### src/rtl/sm3_byte_packer.sv
// Packs a valid/ready byte stream MSB-first into 32-bit words for the SM3 core.
// Optional bit-length tracking is enabled by defining SM3_PACKER_LEN_EN.
module sm3_byte_packer #(
  parameter int LEN_W = 64
) (
  input  logic             clk_in,
  input  logic             reset_in,
  input  logic             en_in,
  input  logic [7:0]       byte_in,
  input  logic             byte_valid_in,
  input  logic             byte_last_in,
  output logic             byte_ready_out,
  output logic [31:0]      msg_out,
  output logic             msg_valid_out,
  input  logic             msg_ready_in,
  output logic             is_last_word_out,
  output logic [1:0]       last_word_byte_out,
  output logic [LEN_W-1:0] msg_len_out,
  output logic             len_ovf_out
);

  logic [1:0]  idx;
  logic [31:0] acc;
  logic [31:0] merged;
  logic        accept;
  logic        complete;

  // A byte may enter whenever the output slot is empty or being drained this cycle.
  assign byte_ready_out = en_in & (~msg_valid_out | msg_ready_in);
  assign accept         = byte_valid_in & byte_ready_out;
  assign complete       = (idx == 2'd3) | byte_last_in;

  always_comb begin
    merged = acc;
    case (idx)
      2'd0:    merged[31:24] = byte_in;
      2'd1:    merged[23:16] = byte_in;
      2'd2:    merged[15:8]  = byte_in;
      default: merged[7:0]   = byte_in;
    endcase
  end

  always_ff @(posedge clk_in or posedge reset_in) begin
    if (reset_in) begin
      idx                <= 2'd0;
      acc                <= 32'd0;
      msg_out            <= 32'd0;
      msg_valid_out      <= 1'b0;
      is_last_word_out   <= 1'b0;
      last_word_byte_out <= 2'd0;
    end else if (!en_in) begin
      idx                <= 2'd0;
      acc                <= 32'd0;
      msg_out            <= 32'd0;
      msg_valid_out      <= 1'b0;
      is_last_word_out   <= 1'b0;
      last_word_byte_out <= 2'd0;
    end else begin
      if (msg_valid_out && msg_ready_in) begin
        msg_valid_out <= 1'b0;
      end
      // A completing byte overrides the drain above, so valid stays high on swap.
      if (accept) begin
        if (complete) begin
          msg_out            <= merged;
          msg_valid_out      <= 1'b1;
          is_last_word_out   <= byte_last_in;
          last_word_byte_out <= byte_last_in ? idx : 2'd0;
          idx                <= 2'd0;
          acc                <= 32'd0;
        end else begin
          acc <= merged;
          idx <= idx + 2'd1;
        end
      end
    end
  end

`ifdef SM3_PACKER_LEN_EN
  localparam logic [LEN_W:0] BYTE_BITS = (LEN_W+1)'(8);

  logic           new_msg;
  logic [LEN_W:0] len_sum;

  assign len_sum = {1'b0, msg_len_out} + BYTE_BITS;

  // new_msg marks that the next accepted byte restarts the count.
  always_ff @(posedge clk_in or posedge reset_in) begin
    if (reset_in) begin
      new_msg     <= 1'b1;
      msg_len_out <= '0;
      len_ovf_out <= 1'b0;
    end else if (!en_in) begin
      new_msg     <= 1'b1;
      msg_len_out <= '0;
      len_ovf_out <= 1'b0;
    end else if (accept) begin
      new_msg <= byte_last_in;
      if (new_msg) begin
        msg_len_out <= BYTE_BITS[LEN_W-1:0];
      end else begin
        msg_len_out <= len_sum[LEN_W-1:0];
        if (len_sum[LEN_W]) begin
          len_ovf_out <= 1'b1;
        end
      end
    end
  end
`else
  assign msg_len_out = '0;
  assign len_ovf_out = 1'b0;
`endif

endmodule

### config.mk
export PLATFORM = sky130hd
export DESIGN_NAME = sm3_byte_packer
export DESIGN_NICKNAME = d
export VERILOG_FILES = /design/src/rtl/sm3_byte_packer.sv
export SDC_FILE = /design/constraint.sdc
export NUM_CORES = 1
export LEC_CHECK = 0
export ABC_AREA = 1
export CAP_MARGIN = 5
export CORE_MARGIN = 2
export CORE_UTILIZATION = 48
export CTS_CLUSTER_SIZE = 12
export DETAILED_ROUTE_END_ITERATION = 16
export GPL_TIMING_DRIVEN = 0
export PLACE_DENSITY = 0.81
export RECOVER_POWER = 100
export SETUP_SLACK_MARGIN = 0.3
export SKIP_LAST_GASP = 1
export SYNTH_ARGS = -nofsm -noshare
export SYNTH_HDL_FRONTEND = slang
export SYNTH_SLANG_ARGS = --single-unit
### constraint.sdc
create_clock -name clk_in -period 2.5 [get_ports clk_in]
set_input_delay 0.5 -clock clk_in [delete_from_list [all_inputs] [get_ports clk_in]]
set_output_delay 0.5 -clock clk_in [all_outputs]
set_load 0.05 [all_outputs]
==> results.cfg <==
[run_status]
run_status = finished with violations
failed_checks = capacitance limit, slew limit

[critical_path]
critical-path-top-delay-family = buffers and inverters
cells_along_the_critical_path = dlygate4sd3_1
cp_num_cells = 1
r2r_slack_ns = 0.34
critical_path_class = reg2out
worst_path_max_delay_cell = dlygate4sd3_1
r2r.worst_path.cells = 8
endpoint = msg_valid_out
cp_slowest_stage_delay_ns = 0.90
timing.critical_path.buf_inv = 1
endpoint_kind = output pin
cp_max_fo = 4
regToRegStartpoint = idx[0]$_DFFE_PP0P_
startpoint_type = flip-flop
critical_path_data_arrival_time_ns = 1.68
worstPathRequired_ns = 2.00
cp-startpoint = msg_valid_out$_DFF_PP0_
worst_r2r_endpoint = acc[4]$_DFFE_PP0P_

[global_route]
overflow = 0
grt_antenna_before_repair = 0
grt_pass1_wl_um = 15100
largest_net_degree_at_the_start_of_global_routing = 37
grt.total_usage_pct = 21.7
grt_pass1_vias = 3194

[floorplanning]
initial_core_util_pct = 48.8
die_span_y_um = 94.7
io_pins = 116
dieArea_mm2 = 0.00897
core_region_area_mm2 = 0.00809
die_x_um = 94.7
placementRows = 33

[timing]
hold_violation_total_from_the_final_report = 0
worst_pin_slew_ns = 1.57
timing.clock.skew_ns = 0.00802
max-slew-margin-rel_pct = -5.51
grt_setup_unrepaired = no
final_worst_path_setup_slack_ns = 0.321
setup_violating_endpoint_count_in_the_final_report = 0
slew_viol_final = 35
finalCritPeriodShare_pct = 87.2
fin_hold_ws_ns = 0.470
max_freq_mhz = 459
period_minus_slack_ns = 2.18

[route]
initialDrtViolationCount = 343
ant_nets = 0
routed_via_density = 4.69
remaining_routing_drc_violations = 0
routed-via-count = 3414
drt-wirelength-per-cell_um = 12.5
firstDrtPassIters = 4
finalWirelength_um = 9120

[final_layout]
num_antenna_cells = 0
design.final.nets = 636
core_utilization_of_the_finished_layout_pct = 61.5
final_cell_count_no_fill = 728
filler_cell_count = 733
final_layout_size_suffix_gt1_share_pct = 19.6
area_growth_pct = 26.1

[synth]
syn-cell-area_mm2 = 0.00395
post_synthesis_register_bit_count = 70
warning_count_from_the_yosys_run = 0
syn_area_per_cell_um2 = 8.03
netlist-cell-type-count = 22
ys_seq_area_share_pct = 44.4
synthesis.instances = 492

[cts]
cts_max_level = 3
clock_tree.buffer_depth = 2
insertion_delay_ns = 0.35
hold_buffers = 0
clock_tree_from_tritoncts = done
clk_transition_reported_paths_ns = 0.07
cts.sink_count = 70
cts_inserted_buffers = 9
clock_tree_root_buffer_cell = clkbuf_8

[power]
pwr-share-clk_pct = 33.6
netSwitchingPower_w = 0.000911
power_density_mw_per_mm2 = 555
post-layout-total-power_w = 0.00276
proportion_of_power_drawn_by_combinational_gates_pct = 23.7
internal_power_w = 0.00185
seqPwrFrac_pct = 42.8
worst_ir_drop_vdd_v = 0.000256
power_switching_share_pct = 33.0
p_leak_nw = 3.00

[hold_path]
holdCritPathClass = reg2reg

[placed_design]
dpl.hpwl_um = 6720
portBuffers = 50
gp_congestion = 0.876
place_worst_setup_slack_ns = -0.166
placed_cells_incl_taps = 712

[run]
drv.max_cap_violation_count = 1
==> cell type report <==
cell class / instances / area (µm²) / area share [%]
plain buffers: 91 / 656 / 13.2
clock buffers: 13 / 159 / 3.19
clock inverters: 3 / 42.5 / 0.854
inverters: 13 / 57.6 / 1.16
multi-input cells: 382 / 1670 / 33.5
flip-flops and latches: 70 / 1750 / 35.2
well taps: 105 / 131 / 2.64
repair buffers: 51 / 515 / 10.4
==> synthesized netlist by cell type (all sizes together) <==
cell     n  area share [%]
nand2  236              24
a21oi    3            0.67
dfrtp   70              44
inv     13             1.4
nand3   36             4.9
nor2     1            0.51
nand4   34             5.4
buf     91              17
conb     1           0.095
ha       4             1.3
nor3     1            0.13
o21ai    2            0.25
==> repair_timing <==
action,4_1_cts,5_1_grt
gates resized for setup,5,0
endpoints found under the setup margin,1,0
buffers inserted,0,0
==> power groups by stage <==
stage	Clock (W)	Sequential, W	Combinational [W]
3_5_place_dp	0	0.00120	0.000668
4_1_cts	0.000947	0.00118	0.000668
3_3_place_gp	0	0.00120	0.000655
5_1_grt	0.00100	0.00118	0.000698
2_1_floorplan	0	0.00125	0.000485
6_report	0.000928	0.00118	0.000653
==> logic make-up (layout without fill, tap and decap cells) <==
group / count (synthesis) / after routing / share of synthesized area, %
compound gates: 5 / 5 / 0.919
other cells: 1 / 65 / 0.0950
flops: 70 / 70 / 44.4
fa+ha+maj: 4 / 4 / 1.27
buf+inv: 104 / 171 / 18.6
simple gates: 308 / 308 / 34.8
==> registers in the layout, summed over array words and instances (netlist names) <==
signal / count
acc: 32
idx: 2
is_last_word_out: 1
last_word_byte_out: 2
msg_out: 32
msg_valid_out: 1
==> per-layer routing <==
layer | vias up | global-route usage [%] | wire [µm]
met5 | - | 0 | 0
met4 | 0 | 9.18 | 202
met3 | 20 | 4.39 | 737
met2 | 143 | 35.5 | 4490
met1 | 1559 | 28.1 | 3690
li1 | 1692 | - | -
==> how the worst min path moves through the flow <==
stage / end / slack (ns) / cells after the start / start
finish: msg_out[11]$_DFFE_PP0P_ / 0.47 / 2 / msg_out[11]$_DFFE_PP0P_
global placement: msg_out[20]$_DFFE_PP0P_ / 0.46 / 2 / msg_out[20]$_DFFE_PP0P_
global route: acc[11]$_DFFE_PP0P_ / 0.50 / 2 / acc[11]$_DFFE_PP0P_
floorplan: acc[0]$_DFFE_PP0P_ / 0.45 / 2 / acc[0]$_DFFE_PP0P_
CTS: msg_out[20]$_DFFE_PP0P_ / 0.48 / 2 / msg_out[20]$_DFFE_PP0P_
detailed placement: msg_out[15]$_DFFE_PP0P_ / 0.46 / 2 / msg_out[15]$_DFFE_PP0P_
==> stage by stage <==
stage | area (µm²) | TNS, ns
after floorplan | 4190 | 0
after global placement | 4820 | -0.147
after detailed placement | 4840 | -0.166
after CTS | 5040 | 0
after global routing | 4980 | 0
final | 4980 | 0
==> worst min-delay path, delay by kind of cell (launching register included) <==
family,cells,cell delay (ns)
flops,1,0.34
simple gates,2,0.10
==> cell usage in the layout, fill, tap and decap left out, types with 5 or more instances in the layout <==
cell type        instances
buf_6                    5
nand2_2                 10
clkbuf_8                11
buf_4                   68
buf_2                   14
conb_1                  65
nand2_1                225
dfrtp_1                 70
clkdlybuf4s50_1         12
dlygate4sd3_1           37
nand4_1                 34
nand3_1                 36
inv_1                   10
No activity file was read; power rests on OpenSTA's default activity.
